`src/rtl/arb_pkg.sv`:
```
// Shared definitions for the eight-way round-robin arbiter.
//   N_REQ      : number of requesters
//   SEG_DIGIT  : seven-segment patterns for digits 0..7. The patterns are
//                active-low and ordered {g,f,e,d,c,b,a}.
//   SEG_BLANK  : all segments off
//   arb_state_t: arbiter FSM states
package arb_pkg;

  localparam int unsigned N_REQ = 8;

  localparam logic [6:0] SEG_BLANK = 7'h7F;

  localparam logic [6:0] SEG_DIGIT [0:7] = '{
    7'h40, 7'h79, 7'h24, 7'h30, 7'h19, 7'h12, 7'h02, 7'h78
  };

  typedef enum logic {
    IDLE  = 1'b0,
    GRANT = 1'b1
  } arb_state_t;

endpackage

```
`src/rtl/rr_pick8.sv`:
```
// Combinational round-robin selector for eight requesters.
// The search starts at ptr and picks the first set request bit found,
// wrapping modulo 8.
//   req [7:0] : request vector
//   ptr [2:0] : highest-priority index
//   any       : at least one request is set
//   idx [2:0] : selected requester (0 when any = 0)
module rr_pick8
  import arb_pkg::*;
(
  input  logic [7:0] req,
  input  logic [2:0] ptr,
  output logic       any,
  output logic [2:0] idx
);

  logic [15:0] doubled;
  logic [7:0]  rot;
  logic [2:0]  low;

  // Rotate right by ptr, so requester ptr lands on bit 0.
  assign doubled = {req, req} >> ptr;
  assign rot     = doubled[7:0];

  // Find the lowest set bit. The loop scans downward, so the last hit wins.
  always_comb begin
    low = '0;
    for (int unsigned i = 8; i > 0; i--) begin
      if (rot[i-1]) low = 3'(i - 1);
    end
  end

  assign any = |req;
  assign idx = any ? 3'(low + ptr) : '0;

endmodule

```
`src/rtl/arb_rr8.sv`:
```
// Round-robin arbiter for eight requesters that share one resource.
// A grant is held until the resource asserts done or the owner drops
// its request. The owner index is also driven to the LEDs and to the
// seven-segment display.
// Optional feature: define ARB_TIMEOUT_EN to revoke any grant held for
// TIMEOUT cycles. A revocation pulses the timeout output for one cycle.
//   clk, rst  : clock and synchronous active-high reset
//   req[7:0]  : level-sensitive requests
//   done      : the resource has finished with the current owner
//   gnt[7:0]  : one-hot grant
//   gnt_id    : binary owner index
//   gnt_valid : high while a grant is held
//   led[2:0]  : copy of gnt_id
//   seg[6:0]  : display pattern for gnt_id (blank when idle)
//   timeout   : one-cycle pulse on forced revocation
module arb_rr8
  import arb_pkg::*;
#(
  parameter int unsigned N       = 8,
  parameter int unsigned TIMEOUT = 255
) (
  input  logic         clk,
  input  logic         rst,
  input  logic [N-1:0] req,
  input  logic         done,
  output logic [N-1:0] gnt,
  output logic [2:0]   gnt_id,
  output logic         gnt_valid,
  output logic [2:0]   led,
  output logic [6:0]   seg,
  output logic         timeout
);

  arb_state_t state;
  logic [2:0] ptr;
  logic       pick_any;
  logic [2:0] pick_idx;
  logic       owner_gone;
  logic       expire;

  rr_pick8 u_pick (
    .req (req),
    .ptr (ptr),
    .any (pick_any),
    .idx (pick_idx)
  );

  assign owner_gone = ~req[gnt_id];

`ifdef ARB_TIMEOUT_EN
  logic [7:0] hold_cnt;
  logic       timeout_q;

  // The counter holds the number of GRANT cycles already completed. The
  // revocation therefore fires on the edge that ends cycle number TIMEOUT.
  assign expire  = (9'(hold_cnt) + 9'd1 >= 9'(TIMEOUT));
  assign timeout = timeout_q;
`else
  assign expire  = 1'b0;
  assign timeout = 1'b0;
`endif

  always_ff @(posedge clk) begin
    if (rst) begin
      state     <= IDLE;
      ptr       <= '0;
      gnt       <= '0;
      gnt_id    <= '0;
      gnt_valid <= 1'b0;
      led       <= '0;
      seg       <= SEG_BLANK;
`ifdef ARB_TIMEOUT_EN
      hold_cnt  <= '0;
      timeout_q <= 1'b0;
`endif
    end else begin
`ifdef ARB_TIMEOUT_EN
      timeout_q <= 1'b0;
`endif
      unique case (state)
        IDLE: begin
          if (pick_any) begin
            state     <= GRANT;
            gnt       <= N'(1) << pick_idx;
            gnt_id    <= pick_idx;
            gnt_valid <= 1'b1;
            led       <= pick_idx;
            seg       <= SEG_DIGIT[pick_idx];
`ifdef ARB_TIMEOUT_EN
            hold_cnt  <= '0;
`endif
          end
        end
        GRANT: begin
          if (done || owner_gone || expire) begin
            state     <= IDLE;
            ptr       <= 3'(gnt_id + 3'd1);
            gnt       <= '0;
            gnt_id    <= '0;
            gnt_valid <= 1'b0;
            led       <= '0;
            seg       <= SEG_BLANK;
`ifdef ARB_TIMEOUT_EN
            // Report a timeout only when nothing else caused the release.
            timeout_q <= ~done & ~owner_gone;
`endif
          end else begin
`ifdef ARB_TIMEOUT_EN
            hold_cnt <= hold_cnt + 8'd1;
`endif
          end
        end
        default: state <= IDLE;
      endcase
    end
  end

endmodule

```
`config.mk`:
```
export PLATFORM = sky130hd
export DESIGN_NAME = arb_rr8
export DESIGN_NICKNAME = d
export VERILOG_FILES = /design/src/rtl/arb_pkg.sv /design/src/rtl/rr_pick8.sv /design/src/rtl/arb_rr8.sv
export SDC_FILE = /design/constraint.sdc
export NUM_CORES = 1
export LEC_CHECK = 0
export ABC_AREA = 1
export BUFFER_PORTS_ARGS = -buffer_cell sky130_fd_sc_hd__buf_2
export CORE_MARGIN = 2
export CORE_UTILIZATION = 32
export CTS_BUF_LIST = sky130_fd_sc_hd__clkbuf_16
export CTS_CLUSTER_SIZE = 20
export DETAILED_ROUTE_END_ITERATION = 8
export GPL_TIMING_DRIVEN = 0
export PLACE_DENSITY = 0.63
export SETUP_SLACK_MARGIN = 0.3
export SYNTH_ARGS = -nofsm -noshare
export SYNTH_HDL_FRONTEND = slang
export SYNTH_HIERARCHICAL = 1
export SYNTH_SLANG_ARGS = --single-unit
```
`constraint.sdc`:
```
create_clock -name clk -period 3.98 [get_ports clk]
set_input_delay 0.597 -clock clk [delete_from_list [all_inputs] [get_ports clk]]
set_output_delay 0.597 -clock clk [all_outputs]
set_load 0.05 [all_outputs]
```
==> impl_metrics.env, run 1 <==
export IMPL_status="complete, no violations"
export IMPL_synthSimpleGateAreaFrac=0.431
export IMPL_h_tree_depth=1
export IMPL_critPathLaunchType="register"
export IMPL_tns_ns=0
export IMPL_n_antenna_cell=0
export IMPL_grt_pass1_wl_um=6820
export IMPL_cts_sinks=23
export IMPL_clkTransAtPathRegs_ns=0.06
export IMPL_required_ns=4.17
export IMPL_ys_seq_area_frac=0.268
export IMPL_max_vdd_ir_drop_mv=0.383
export IMPL_holdWs_ns=0.469
export IMPL_netlist_top_cell_by_area="dfxtp_1"
export IMPL_avgRoutedWirePerCell_um=10.7
export IMPL_final_max_slew_viol_count=0
export IMPL_cts_resized=0
export IMPL_synth_area_sq_um=1720
export IMPL_worst_slew_margin_rel=0.659
export IMPL_fmax_ghz=0.309
export IMPL_fin_worst_skew_ns=0.00334
export IMPL_nets=312
export IMPL_cts_tree="yes"
export IMPL_synthMuxAreaShare=0
export IMPL_port_buffers=32
export IMPL_viasPerCell=4.65
export IMPL_fin_crit_ns=3.24
export IMPL_grt_pass1_vias=1592
export IMPL_core_area_sq_um=5140
export IMPL_fin_crit_sh=0.814
export IMPL_synthAdderAreaFrac=0.0627
export IMPL_post_cts_setup_buffers=0
export IMPL_cp_num_buf_inv=4
export IMPL_ys_seq_elements=23
export IMPL_end_kind="register"
export IMPL_cp_arrival_ns=3.42
export IMPL_routed_wl_um=3890
export IMPL_holdBufCountCts=0
export IMPL_hold_violations=0
export IMPL_area_growth_synth_to_final_pct=19.1
export IMPL_drt_iter0_markers=95
export IMPL_p_leak_nw=0.995
export IMPL_hpwl_um=3020
export IMPL_crit_top_cell="nand2_1"
export IMPL_track_usage=0.138
export IMPL_grt_ovfl_total=0
export IMPL_antenna_found_initial=0
export IMPL_rsz0062_at_grt="no"
export IMPL_p_per_area_nw_per_um2=783
export IMPL_yosysWarningCount=6
export IMPL_numCtsBuffers=3
export IMPL_synth_area_top_cells="dfxtp_1 27%, nand2_1 15%, nand3_1 14%"
export IMPL_synthesis_nets=275
export IMPL_drtPass1Iterations=4
export IMPL_synth_top_family_by_area="simple AND/OR/NAND/NOR gates"
export IMPL_drv_cap=0
export IMPL_tightestPinTransition_ns=0.511
export IMPL_clk_latency_ns=0.26
export IMPL_critPathMaxStageDelay_ns=0.37
export IMPL_cp_max_fo=9
export IMPL_grt_max_degree=14
export IMPL_drc=0
export IMPL_crit_family="simple AND/OR/NAND/NOR gates"
export IMPL_fp_row_count=26
export IMPL_criticalPathCategory="register to register"
export IMPL_antenna_left=0
export IMPL_yosysTopAreaCellShare=0.268
export IMPL_gp_congestion=0.868
export IMPL_cpMaxStageDelayCell="dfxtp_1"
export IMPL_cts_root_buf="clkbuf_16"
export IMPL_crit_chain="buf_6, inv_8, nand2_2, nand3_1, nand2_1, nand2_1, nand2_1, nand2_1, nand2_1, nand2_1, nand2_1, nand2_1, a21oi_1, ha_1, inv_1, fa_1, xor2_1, nand3_2, a21oi_2, inv_2, nor2_1, nand2_1, a21oi_1"
export IMPL_start_util=0.334
export IMPL_synthDistinctLibCells=32
export IMPL_fp_dieW_um=77.2
export IMPL_dieHeight_um=77.2
export IMPL_synth_compound_area_frac=0.101
export IMPL_setup_violations_final=0
export IMPL_num_vias=1683
export IMPL_io_pins=34
export IMPL_synth_cells=256
export IMPL_cts_path_max_buffers=2
export IMPL_avgSynthCellArea_sq_um=6.71
export IMPL_dieArea_sq_um=5970
export IMPL_synth_xor_area_frac=0.0102
export IMPL_min_path_type="register to register"
export IMPL_layout_drive_gt1_share=0.267
[cell type report]
cell class	instances	area (sq um)
clock inverter	1	5.00
tap	70	87.6
buffer	12	95.1
sequential	23	460
multi-input combinational	192	1040
fill	591	3100
clock buffer	3	75.1
timing repair buffer	32	160
inverter	29	119
[logic make-up (layout without fill, tap and decap cells)]
| kind of cell | count (synthesis) | in the layout |
|---|---|---|
| AND/OR/NAND/NOR | 153 | 153 |
| AO/OA/AOI/OAI | 28 | 28 |
| flip-flops | 23 | 23 |
| XOR/XNOR | 2 | 2 |
| other | 1 | 1 |
| buffers and inverters | 41 | 77 |
| adder cells (fa/ha/maj) | 8 | 8 |
[worst reg2reg max path, stage by stage (launching register included)]
cell     delay [ns]
dfxtp_1        0.37
buf_6          0.17
inv_8          0.06
nand2_2        0.06
nand3_1        0.06
nand2_1        0.09
nand2_1        0.08
nand2_1        0.07
nand2_1        0.05
nand2_1        0.05
nand2_1        0.04
nand2_1        0.05
nand2_1        0.04
a21oi_1        0.13
ha_1           0.15
inv_1          0.04
fa_1           0.37
xor2_1         0.22
nand3_2        0.10
a21oi_2        0.34
inv_2          0.15
nor2_1         0.26
nand2_1        0.08
a21oi_1        0.14
[cells in the mapped netlist (all sizes together)]
library cell	instances
ha	7
o211ai	3
clkbuf	2
a21oi	18
nor3	1
inv	25
o2111ai	1
nand2	82
nor4	2
xor2	1
buf	10
nand3b	1
nand3	55
o21ai	5
o21bai	1
fa	1
nor2	12
conb	1
dfxtp	23
xnor2	1
clkinv	4
[where the power goes]
group | total (mW) | switching (mW) | internal [mW]
sequential | 0.350 | 0.0507 | 0.300
combinational | 1.03 | 0.716 | 0.317
clock | 0.217 | 0.0814 | 0.135
[path summary, 6_finish.rpt]
kind                              from      to  slack (ns)  cells after the start
worst max register to register  ptr[0]  gnt[6]        0.74                     23
worst min register to register  seg[1]  seg[1]        0.47                      2
worst min-delay path            seg[1]  seg[1]        0.47                      2
worst max-delay path            ptr[0]  gnt[6]        0.74                     23
[registers in the layout (all words and copies together) (netlist names)]
register   cells
seg            7
led            3
state          1
gnt_valid      1
ptr            3
gnt            8
[through the flow]
stage | std cells | setup slack [ns] | total power [mW] | utilization | instance area (sq um)
after detailed placement | 358 | 0.392 | 1.39 | 0.382 | 1960
after global routing | 362 | 0.335 | 1.74 | 0.398 | 2040
after global placement | 358 | 0.419 | 1.38 | 0.382 | 1960
after CTS | 362 | 0.549 | 1.61 | 0.398 | 2040
after floorplan | 256 | 0.927 | 1.18 | - | 1720
final | 362 | 0.742 | 1.60 | 0.398 | 2040
[layer usage]
layer / GRT usage / up-vias / wire length [um]
li1: - / 907 / -
met1: 0.165 / 747 / 1840
met2: 0.246 / 19 / 1880
met3: 0.0129 / 10 / 72
met4: 0.0679 / 0 / 92
met5: 0 / - / 0
[placed cells by master (no fill, tap or decap), types with 4 or more instances in the layout]
cell,count
inv_1,22
nand2_2,13
dfxtp_1,23
nand2_1,68
nand3_2,8
buf_4,5
nand3_1,47
nor2_1,11
a21oi_1,13
buf_6,4
buf_2,33
ha_1,7
a21oi_2,5
(Power assumes the default switching activity.)
==> run 2: changes to the inputs <==
Clock period 3.98 ns to 3.2 ns, I/O delays scaled along.
==> impl_metrics.env, run 2 (synthesis results as in run 1) <==
export IMPL_min_from="rst"
export IMPL_n_antenna_cell=0
export IMPL_cts_path_max_buffers=2
export IMPL_reg2reg_from="ptr[0]"
export IMPL_max_vdd_ir_drop_mv=0.504
export IMPL_core_area_sq_um=5140
export IMPL_rsz0062_at_grt="yes"
export IMPL_drc=0
export IMPL_hold_depth=2
export IMPL_r2r_end="seg[3]"
export IMPL_cts_sinks=23
export IMPL_min_path_type="input port to register"
export IMPL_routed_wl_um=4180
export IMPL_drtPass1Iterations=4
export IMPL_criticalPathCategory="register to register"
export IMPL_fill_cells=560
export IMPL_grt_ovfl_total=0
export IMPL_power_mw=2.24
export IMPL_fp_dieW_um=77.2
export IMPL_cp_max_fo=8
export IMPL_largest_register_ffs=8
export IMPL_hold_violations=0
export IMPL_tightestPinTransition_ns=0.581
export IMPL_start_util=0.334
export IMPL_p_per_area_nw_per_um2=1000
export IMPL_fin_crit_sh=0.889
export IMPL_clk_latency_ns=0.25
export IMPL_avgRoutedWirePerCell_um=11.2
export IMPL_end_kind="register"
export IMPL_drt_iter0_markers=88
export IMPL_status="complete, no violations"
export IMPL_dp_slack_ns=-0.158
export IMPL_top_regs="gnt (8), seg (7)"
export IMPL_required_ns=3.39
export IMPL_antenna_left=0
export IMPL_antenna_found_initial=0
export IMPL_final_max_slew_viol_count=0
export IMPL_numCtsBuffers=3
export IMPL_h_tree_depth=1
export IMPL_holdBufCountCts=0
export IMPL_nets=324
export IMPL_holdWs_ns=0.414
export IMPL_layout_drive_gt1_share=0.368
export IMPL_p_leak_nw=1.07
export IMPL_track_usage=0.144
export IMPL_drv_cap=0
export IMPL_multi_input_comb_area_sq_um=1130
export IMPL_viasPerCell=4.76
export IMPL_layout_common_cells="62 x nand2_1, 44 x nand3_1, 34 x buf_2, 22 x inv_1, 22 x dfxtp_1"
export IMPL_min_delay_worst_endpoint="led[2]"
export IMPL_area_growth_synth_to_final_pct=29.9
export IMPL_r2r_slack_ns=0.35
export IMPL_critPathLaunchType="register"
export IMPL_grt_pass1_wl_um=7310
export IMPL_r2r_cells=20
export IMPL_dieArea_sq_um=5970
export IMPL_grt_max_degree=13
export IMPL_dieHeight_um=77.2
export IMPL_mostFrequentLayoutCell="nand2_1"
export IMPL_io_pins=34
export IMPL_register_area_sq_um=462
export IMPL_num_vias=1781
export IMPL_worst_slew_margin_rel=0.613
export IMPL_cts_root_buf="clkbuf_16"
export IMPL_hpwl_um=2990
export IMPL_fin_crit_ns=2.85
export IMPL_fmax_ghz=0.351
export IMPL_cp_arrival_ns=3.03
export IMPL_port_buffers=32
export IMPL_cts_tree="yes"
export IMPL_fin_worst_skew_ns=0.00131
export IMPL_clkTransAtPathRegs_ns=0.06
export IMPL_gp_congestion=0.868
export IMPL_setup_violations_final=0
export IMPL_grt_pass1_vias=1759
export IMPL_top_register="gnt"
export IMPL_dpl_cell_area_sq_um=1970
export IMPL_fin_area_sq_um=2230
export IMPL_fp_row_count=26
export IMPL_fin_ws_ns=0.354
-- run 2: cell count changes in the layout (fill, tap and decap cells not counted), sizes merged --
cell,change
inv,+1
buf,+11
-- run 2: critical path: stages, from the launching register on --
cell,delay [ns]
dfxtp_2,0.33
buf_6,0.13
inv_8,0.08
nand2_2,0.06
nand3_1,0.08
nand2_1,0.10
o21ai_2,0.19
inv_1,0.06
nand2_1,0.06
nand2_1,0.04
nand2_1,0.06
a21oi_2,0.05
ha_1,0.16
inv_1,0.06
fa_2,0.45
nor2_4,0.12
inv_1,0.08
ha_1,0.32
o211ai_1,0.19
nand2_1,0.08
nand3_1,0.07
-- run 2: per-layer routing --
metal  wire length, um  global-route usage  vias to the layer above  share of wire
met2              2130               0.268                       34           0.51
met1              1910               0.174                      812           0.46
met5                 0                   0                        -              0
met4                40              0.0429                        0         0.0096
met3               102              0.0106                        6          0.024
li1                  -                   -                      929              -
-- run 2: layout make-up --
type,instances,share of cell area
tap,70,0.0393
clock buffer,3,0.0337
multi-input combinational,192,0.508
timing repair inverter,1,0.00281
buffer,12,0.0426
timing repair buffer,43,0.108
clock inverter,1,0.00168
inverter,29,0.0567
sequential,23,0.207
-- run 2: worst max-delay path by stage --
stage | to | slack (ns) | cells after the start | from
6_report | seg[3] | 0.35 | 20 | ptr[0]
5_1_grt | seg[3] | 0.12 | 20 | ptr[0]
4_1_cts | seg[4] | 0.30 | 25 | ptr[0]
3_5_place_dp | gnt[5] | -0.16 | 22 | req[5]
3_3_place_gp | gnt[6] | -0.14 | 22 | req[5]
2_1_floorplan | gnt[5] | 0.30 | 23 | ptr[0]
-- run 2: report_power, final --
part           switching (mW)  internal (mW)  total, mW
clock network          0.0947          0.167      0.261
logic                   0.995          0.541       1.54
registers              0.0650          0.374      0.439
total                    1.16           1.08       2.24
-- run 2: repair_timing --
action | CTS | global route
cloned | 2 | 0
endpoints found under the setup margin | 16 | 16
pin swaps | 1 | 8
resized for setup | 10 | 20
setup buffers | 4 | 6
-- run 2: metrics by stage --
stage               utilization  instances  TNS (ns)
finish                    0.434        374         0
global route              0.434        374         0
CTS                       0.414        368         0
detailed placement        0.382        358    -0.743
global placement          0.382        358    -0.595
floorplan                     -        256         0
